===== src/rtl/lsu_pkg.sv =====
// lsu_pkg: RV32I width codes, FSM state encoding and request-decode helpers
// shared by the load/store unit. Used with the LSU_MISALIGN_TRAP_EN build option.
package lsu_pkg;

  localparam logic [2:0] F3_B  = 3'b000;
  localparam logic [2:0] F3_H  = 3'b001;
  localparam logic [2:0] F3_W  = 3'b010;
  localparam logic [2:0] F3_BU = 3'b100;
  localparam logic [2:0] F3_HU = 3'b101;

  typedef enum logic [1:0] {
    S_IDLE = 2'd0,
    S_RD   = 2'd1,
    S_WR   = 2'd2,
    S_RESP = 2'd3
  } state_e;

  // Width codes that have no meaning for the given direction.
  function automatic logic funct3_illegal(input logic we, input logic [2:0] funct3);
    if (we) return !(funct3 inside {F3_B, F3_H, F3_W});
    return !(funct3 inside {F3_B, F3_H, F3_W, F3_BU, F3_HU});
  endfunction

  // Address bits below the access size are non-zero.
  function automatic logic misaligned(input logic [2:0] funct3, input logic [1:0] addr_lo);
    logic m;
    case (funct3[1:0])
      2'b01:   m = addr_lo[0];
      2'b10:   m = |addr_lo;
      default: m = 1'b0;
    endcase
    return m;
  endfunction

  // Stores narrower than a word need the old word read before writing.
  function automatic logic needs_merge(input logic we, input logic [2:0] funct3);
    return we && (funct3 != F3_W);
  endfunction

endpackage


===== src/rtl/lsu_mem_ctrl_if.sv =====
// lsu_mem_ctrl_if: core-side request/response channel of the load/store unit.
// master = core, slave = lsu_mem_ctrl.
interface lsu_mem_ctrl_if;

  logic        req_valid;
  logic        req_ready;
  logic        req_we;
  logic [2:0]  req_funct3;
  logic [31:0] req_addr;
  logic [31:0] req_wdata;

  logic        resp_valid;
  logic [31:0] resp_rdata;
  logic        resp_err;

  modport master (
    output req_valid, req_we, req_funct3, req_addr, req_wdata,
    input  req_ready, resp_valid, resp_rdata, resp_err
  );

  modport slave (
    input  req_valid, req_we, req_funct3, req_addr, req_wdata,
    output req_ready, resp_valid, resp_rdata, resp_err
  );

endinterface


===== src/rtl/lsu_byte_lane.sv =====
// lsu_byte_lane: combinational lane logic -- extracts and extends load data
// from a memory word, and merges byte/halfword store data into a memory word.
module lsu_byte_lane
  import lsu_pkg::*;
(
  input  logic [2:0]  funct3,
  input  logic [1:0]  addr_lo,
  input  logic [31:0] word,
  input  logic [31:0] wdata,
  output logic [31:0] load_data,
  output logic [31:0] store_word
);

  logic [7:0]  byte_sel;
  logic [15:0] half_sel;

  assign byte_sel = word[{addr_lo, 3'b000} +: 8];
  // Halfword lane uses addr[1] only, so an odd halfword address is force-aligned.
  assign half_sel = addr_lo[1] ? word[31:16] : word[15:0];

  always_comb begin
    // NOTE: every output gets a default first so no path through the case infers a latch.
    load_data = word;
    case (funct3)
      F3_B:    load_data = {{24{byte_sel[7]}}, byte_sel};
      F3_BU:   load_data = {24'd0, byte_sel};
      F3_H:    load_data = {{16{half_sel[15]}}, half_sel};
      F3_HU:   load_data = {16'd0, half_sel};
      default: load_data = word;
    endcase
  end

  always_comb begin
    store_word = word;
    case (funct3)
      F3_B:    store_word[{addr_lo, 3'b000} +: 8] = wdata[7:0];
      F3_H: begin
        if (addr_lo[1]) store_word[31:16] = wdata[15:0];
        else            store_word[15:0]  = wdata[15:0];
      end
      default: store_word = wdata;
    endcase
  end

endmodule


===== src/rtl/lsu_mem_ctrl.sv =====
// lsu_mem_ctrl: single-outstanding RV32I load/store controller in front of a
// word-wide data memory. Build option: LSU_MISALIGN_TRAP_EN traps misaligned accesses.
module lsu_mem_ctrl
  import lsu_pkg::*;
(
  input  logic         CLK,
  input  logic         rst,
  lsu_mem_ctrl_if.slave bus,
  output logic         mem_WE,
  output logic [31:0]  mem_A,
  output logic [31:0]  mem_WD,
  input  logic [31:0]  mem_RD
);

  state_e      state;
  state_e      state_nxt;

  logic        ready;
  logic        accept;
  logic        req_err;

  logic        we_q;
  logic [2:0]  funct3_q;
  logic [1:0]  addr_lo_q;
  logic [31:0] wdata_q;

  logic [31:0] load_data;
  logic [31:0] store_word;

  assign accept = bus.req_valid && ready;

`ifdef LSU_MISALIGN_TRAP_EN
  assign req_err = funct3_illegal(bus.req_we, bus.req_funct3)
                 | misaligned(bus.req_funct3, bus.req_addr[1:0]);
`else
  assign req_err = funct3_illegal(bus.req_we, bus.req_funct3);
`endif

  lsu_byte_lane u_byte_lane (
    .funct3     (funct3_q),
    .addr_lo    (addr_lo_q),
    .word       (mem_RD),
    .wdata      (wdata_q),
    .load_data  (load_data),
    .store_word (store_word)
  );

  always_ff @(posedge CLK or negedge rst) begin
    if (!rst) state <= S_IDLE;
    else      state <= state_nxt;
  end

  // Handshake and write strobe are pure state decodes, so an asynchronous
  // reset in WR removes mem_WE without waiting for a clock edge.
  always_comb begin
    state_nxt      = state;
    ready          = 1'b0;
    bus.resp_valid = 1'b0;
    mem_WE         = 1'b0;
    case (state)
      S_IDLE: begin
        ready = 1'b1;
        if (bus.req_valid) begin
          if (req_err)                                    state_nxt = S_RESP;
          else if (needs_merge(bus.req_we, bus.req_funct3) || !bus.req_we)
                                                          state_nxt = S_RD;
          else                                            state_nxt = S_WR;
        end
      end
      S_RD:    state_nxt = we_q ? S_WR : S_RESP;
      S_WR: begin
        mem_WE    = 1'b1;
        state_nxt = S_RESP;
      end
      S_RESP: begin
        bus.resp_valid = 1'b1;
        state_nxt      = S_IDLE;
      end
      default: state_nxt = S_IDLE;
    endcase
  end

  assign bus.req_ready = ready;

  always_ff @(posedge CLK or negedge rst) begin
    if (!rst) begin
      we_q           <= 1'b0;
      funct3_q       <= 3'd0;
      addr_lo_q      <= 2'd0;
      wdata_q        <= 32'd0;
      mem_A          <= 32'd0;
      mem_WD         <= 32'd0;
      bus.resp_rdata <= 32'd0;
      bus.resp_err   <= 1'b0;
    end else begin
      // NOTE: non-blocking assignments so every register samples pre-edge values.
      case (state)
        S_IDLE: begin
          if (accept) begin
            we_q      <= bus.req_we;
            funct3_q  <= bus.req_funct3;
            addr_lo_q <= bus.req_addr[1:0];
            wdata_q   <= bus.req_wdata;
            if (req_err) begin
              bus.resp_err   <= 1'b1;
              bus.resp_rdata <= 32'd0;
            end else begin
              mem_A <= {2'b00, bus.req_addr[31:2]};
              if (bus.req_we && !needs_merge(bus.req_we, bus.req_funct3))
                mem_WD <= bus.req_wdata;
            end
          end
        end
        S_RD: begin
          if (we_q) begin
            mem_WD <= store_word;
          end else begin
            bus.resp_rdata <= load_data;
            bus.resp_err   <= 1'b0;
          end
        end
        S_WR: begin
          bus.resp_rdata <= 32'd0;
          bus.resp_err   <= 1'b0;
        end
        default: ;
      endcase
    end
  end

  // The write strobe and the completion pulse never stretch beyond one cycle.
  a_we_single: assert property (@(posedge CLK) disable iff (!rst) mem_WE |=> !mem_WE);
  a_resp_single: assert property (@(posedge CLK) disable iff (!rst) bus.resp_valid |=> !bus.resp_valid);

endmodule


===== src/flat_wrapper.sv =====
// flat-port wrapper written by rule: the top's interface ports become plain ports
module lsu_mem_ctrl_flat import lsu_pkg::*;
  (CLK, rst, mem_WE, mem_A, mem_WD, mem_RD, bus_req_valid, bus_req_we, bus_req_funct3, bus_req_addr, bus_req_wdata, bus_req_ready, bus_resp_valid, bus_resp_rdata, bus_resp_err);
  lsu_mem_ctrl_if bus_i ();
  input  logic CLK;
  input  logic rst;
  output logic mem_WE;
  output logic [31:0] mem_A;
  output logic [31:0] mem_WD;
  input  logic [31:0] mem_RD;
  input wire logic [$bits(bus_i.req_valid)-1:0] bus_req_valid;
  input wire logic [$bits(bus_i.req_we)-1:0] bus_req_we;
  input wire logic [$bits(bus_i.req_funct3)-1:0] bus_req_funct3;
  input wire logic [$bits(bus_i.req_addr)-1:0] bus_req_addr;
  input wire logic [$bits(bus_i.req_wdata)-1:0] bus_req_wdata;
  output wire logic [$bits(bus_i.req_ready)-1:0] bus_req_ready;
  output wire logic [$bits(bus_i.resp_valid)-1:0] bus_resp_valid;
  output wire logic [$bits(bus_i.resp_rdata)-1:0] bus_resp_rdata;
  output wire logic [$bits(bus_i.resp_err)-1:0] bus_resp_err;
  assign bus_i.req_valid = bus_req_valid;
  assign bus_i.req_we = bus_req_we;
  assign bus_i.req_funct3 = bus_req_funct3;
  assign bus_i.req_addr = bus_req_addr;
  assign bus_i.req_wdata = bus_req_wdata;
  assign bus_req_ready = bus_i.req_ready;
  assign bus_resp_valid = bus_i.resp_valid;
  assign bus_resp_rdata = bus_i.resp_rdata;
  assign bus_resp_err = bus_i.resp_err;
  lsu_mem_ctrl u_core (.CLK(CLK), .rst(rst), .bus(bus_i), .mem_WE(mem_WE), .mem_A(mem_A), .mem_WD(mem_WD), .mem_RD(mem_RD));
endmodule

===== config.mk =====
export PLATFORM = sky130hd
export DESIGN_NAME = lsu_mem_ctrl_flat
export DESIGN_NICKNAME = d
export VERILOG_FILES = /design/src/rtl/lsu_pkg.sv /design/src/rtl/lsu_mem_ctrl_if.sv /design/src/rtl/lsu_byte_lane.sv /design/src/rtl/lsu_mem_ctrl.sv /design/src/flat_wrapper.sv
export SDC_FILE = /design/constraint.sdc
export NUM_CORES = 1
export LEC_CHECK = 0
export CORE_UTILIZATION = 30
export DETAILED_ROUTE_END_ITERATION = 6
export GPL_ROUTABILITY_DRIVEN = 0
export MAX_ROUTING_LAYER = met4
export PLACE_DENSITY = 0.53
export SETUP_SLACK_MARGIN = 0.15
export SLEW_MARGIN = 20
export SYNTH_ARGS = -nofsm -noshare
export SYNTH_HDL_FRONTEND = slang
export SYNTH_HIERARCHICAL = 1
export SYNTH_SLANG_ARGS = --single-unit

===== constraint.sdc =====
create_clock -name CLK -period 6.2 [get_ports CLK]
set_input_delay 1.24 -clock CLK [delete_from_list [all_inputs] [get_ports CLK]]
set_output_delay 1.24 -clock CLK [all_outputs]
set_load 0.01 [all_outputs]

==> flow_summary_export.csv <==
group,metric,value,unit
setup_path,crit_end,"bus_req_ready",
setup_path,worst_setup_path_end_kind,"output port",
drt,drt_drc_violations_left,0,
setup_path,timing.critical_path.from,"u_core/state[1]",
timing,fin_worst_hold_slack,0.493,ns
global_route,wire_length_of_the_first_global_routing_pass,36700,um
drt,via_count,6032,
floorplan,dieWidth,161,um
cts,clock_tree.buffer_depth,2,
pwr,cellLeakagePower,4.46,nW
logic_synthesis,netlist.top_cell.by_area,"sky130_fd_sc_hd__dfrtp_1",
logic_synthesis,synth_cells,691,
floorplan,design.portCount,203,
setup_path,critical_path.max_fanout,8,
logic_synthesis,synth_seq_area_share,44.7,%
drt,routed_wirelength,23600,um
timing,fmax,0.309,GHz
logic_synthesis,yosysTopAreaCellShare,44.7,%
layout,nNetsFinal,993,
logic_synthesis,fraction_of_registers_with_async_set_or_reset_after_synthesis,100,%
timing,timing.max_slew.rel_slack,40.2,%
drt,ant_nets,0,
cts,cts_post_setup_buffers_inserted,0,
timing,setup-tns-final,0,ns
setup_path,worstSetupStartpointType,"flop",
logic_synthesis,synth_cell_type_count,46,
setup_path,timing.reg2reg.setup_slack,2.98,ns
setup_path,cp.buffers_inverters,2,
timing,max_slew.worst_pin.slew,0.897,ns
timing,fin_skew,0.0120,ns
floorplan,chipHeight,161,um
cts,clk_latency,0.42,ns
logic_synthesis,synth-main-ff-cell,"sky130_fd_sc_hd__dfrtp_1",
logic_synthesis,synth_edf_count,0,
cts,clockRootBuffer,"sky130_fd_sc_hd__clkbuf_16",
setup_path,max_stage_delay_on_crit_path,0.62,ns
logic_synthesis,post_synth_design_cell_area,0.00756,mm2
timing,finalMaxSlewViolations,0,
layout,layout.cells.most_common,"sky130_fd_sc_hd__clkdlybuf4s50_1",
cts,post_cts_resized,0,
min_path,holdCritPathClass,"flop to flop",
floorplan,die_area,0.0258,mm2
cts,cts_num_sinks,135,
setup_path,worstPathRequired,4.96,ns
setup_path,worst-endpoint-arrival,2.00,ns
timing,timing.final.hold_violations,0,
global_route,globalRouteTotalUtil,19.2,%
drt,detailedRoute.firstIterationViolations,315,
logic_synthesis,synth-seq-cells,135,
timing,layout_min_cycle_time,3.24,ns
drt,detail_route.vias_per_cell,4.96,
drt,drt_pre_antenna_iters,5,
timing,grt_setup_unrepaired,"no",
job,cap_viol_max_count,0,
floorplan,core_region_area,0.0245,mm2
setup_path,cp_slowest_cell,"sky130_fd_sc_hd__clkdlybuf4s50_1",
timing,setup-violations-final,0,
outcome,run_status,"finished clean",
place,placement.io_buffers,200,
layout,share_of_final_layout_standard_cells_stronger_than_drive_strength_1,21.5,%
pwr,power_per_cell_area,547,mW/mm2
cts,clk_pin_slew,0.07,ns
layout,final_cell_mix,"sky130_fd_sc_hd__clkdlybuf4s50_1 (199), sky130_fd_sc_hd__dfrtp_1 (135), sky130_fd_sc_hd__mux2_2 (131)",
drt,wl_per_cell,19.4,um
timing,final.period_utilization,52.2,%
cts,cts_tree,"done",
place,hpwl,17400,um
cts,tritoncts.num_buffers,17,
drt,post_route_m1_wl,10900,um
layout,syn_to_final_growth,38.0,%
cts,clock_tree.htree_level_count,4,
drt,met3_length,2080,um
setup_path,crit_chain,"inv_1 -> ha_1 -> clkdlybuf4s50_1",
global_route,number_of_global_route_vias_before_repair,6175,
setup_path,critical_path_class,"flop to output port",
logic_synthesis,yosysWarningCount,6,
drt,uppermost_layer_routed,"met4",
setup_path,critical-path-top-delay-family,"buffers and inverters",
global_route,grt_antenna_before_repair,1,
floorplan,placementRows,57,
global_route,grt.overflow.total,0,
global_route,grt_max_degree,91,
cts,cts.hold.buffers_added,0,
floorplan,floorplan.initialDensity,30.8,%
logic_synthesis,ys_top_cells_by_area,"sky130_fd_sc_hd__dfrtp_1 (45%), sky130_fd_sc_hd__mux2_2 (20%), sky130_fd_sc_hd__mux2i_1 (7.3%), sky130_fd_sc_hd__nand2_1 (4.2%), sky130_fd_sc_hd__a21oi_1 (3.2%)",
setup_path,r2r_end,"u_core/mem_WD[10]",
logic_synthesis,postSynthAreaPerCell,10.9,um2
setup_path,crit_cells,3,
pwr,max-vdd-ir-drop,0.244,mV
drt,wl_met2,10200,um
setup_path,worstRegToRegCells,8,
setup_path,critical_path.reg2reg.startpoint,"u_core/addr_lo_q[1]",
## per-stage QoR
stage,worst slack [ns],std cells,area (um2),power (mW),util (%)
floorplan,3.58,692,7560,3.56,-
CTS,2.92,1216,10400,5.76,42.5
detailed placement,2.80,1184,9810,4.66,40.0
global route,2.85,1217,10400,6.09,42.5
global placement,2.84,1184,9810,4.64,40.0
finish,2.96,1217,10400,5.71,42.5
## sequential cells by signal, summed over array words and instances (netlist names)
signal / count
u_core/addr_lo_q: 2
u_core/bus.resp_err: 1
u_core/bus.resp_rdata: 32
u_core/funct3_q: 3
u_core/mem_A: 30
u_core/mem_WD: 32
u_core/state: 2
u_core/wdata_q: 32
u_core/we_q: 1
## worst register-to-register path: stages, from the launching register on
cell and delay, ns:
sky130_fd_sc_hd__dfrtp_1 0.80, sky130_fd_sc_hd__buf_4 0.48, sky130_fd_sc_hd__inv_2 0.21, sky130_fd_sc_hd__ha_1 0.38
sky130_fd_sc_hd__nand3_1 0.14, sky130_fd_sc_hd__nand2b_1 0.28, sky130_fd_sc_hd__o221ai_1 0.25, sky130_fd_sc_hd__mux2_2 0.31
sky130_fd_sc_hd__mux2_2 0.25
## cells in the mapped netlist (2+ instances only)
cell,instances
sky130_fd_sc_hd__dfrtp_1,135
sky130_fd_sc_hd__mux2_2,131
sky130_fd_sc_hd__nand2_1,85
sky130_fd_sc_hd__mux2i_1,55
sky130_fd_sc_hd__a21oi_1,48
sky130_fd_sc_hd__inv_1,40
sky130_fd_sc_hd__o21ai_0,29
sky130_fd_sc_hd__a22o_1,24
sky130_fd_sc_hd__buf_2,12
sky130_fd_sc_hd__clkbuf_1,12
sky130_fd_sc_hd__nand2b_1,12
sky130_fd_sc_hd__ha_1,11
sky130_fd_sc_hd__o221ai_1,10
sky130_fd_sc_hd__a22oi_1,8
sky130_fd_sc_hd__nor2_1,8
sky130_fd_sc_hd__buf_6,7
sky130_fd_sc_hd__nor3_1,6
sky130_fd_sc_hd__o211ai_1,6
sky130_fd_sc_hd__and3_1,5
sky130_fd_sc_hd__buf_1,5
sky130_fd_sc_hd__buf_4,5
sky130_fd_sc_hd__a31o_2,3
sky130_fd_sc_hd__nand3_1,3
sky130_fd_sc_hd__nor2b_1,3
sky130_fd_sc_hd__clkinv_1,2
sky130_fd_sc_hd__inv_2,2
sky130_fd_sc_hd__mux2_1,2
sky130_fd_sc_hd__nor3_2,2
sky130_fd_sc_hd__o21bai_1,2
sky130_fd_sc_hd__or2_2,2
## routing by layer
layer  vias up  global-route usage (%)
met1      2918                    26.1
met3        21                    5.84
met2       252                    27.7
met5         -                       -
met4         0                    4.76
li1       2841                       -
## report_power, final
group / switching, mW / internal [mW]
Sequential: 0.308 / 1.29
Combinational: 1.46 / 1.58
Clock: 0.443 / 0.625
Total: 2.21 / 3.50
## logic make-up after synthesis
kind of cell	synth area share, %
fa+ha+maj	1.82
mux	27.4
simple gates	8.14
compound gates	12.6
other cells	0.0496
buf+inv	5.36
flops	44.7
## layout make-up
cell class / instances / area (um2)
well taps: 324 / 405
clock inverters: 14 / 183
repair buffers: 209 / 2070
clock buffers: 18 / 439
fillers: 2422 / 14100
flip-flops and latches: 135 / 3380
diodes: 1 / 2.50
inverters: 44 / 165
multi-input cells: 472 / 3790
## how the worst min path moves through the flow
stage	startpoint	to	slack, ns	cells past startpoint
4_1_cts	u_core/mem_WD[18]	u_core/mem_WD[18]	0.50	1
2_1_floorplan	u_core/wdata_q[31]	u_core/wdata_q[31]	0.48	1
3_3_place_gp	u_core/mem_WD[18]	u_core/mem_WD[18]	0.48	1
3_5_place_dp	u_core/mem_WD[18]	u_core/mem_WD[18]	0.48	1
5_1_grt	u_core/mem_WD[19]	u_core/mem_WD[19]	0.52	1
6_report	u_core/mem_WD[18]	u_core/mem_WD[18]	0.49	1
No activity file was read; power rests on OpenSTA's default activity.
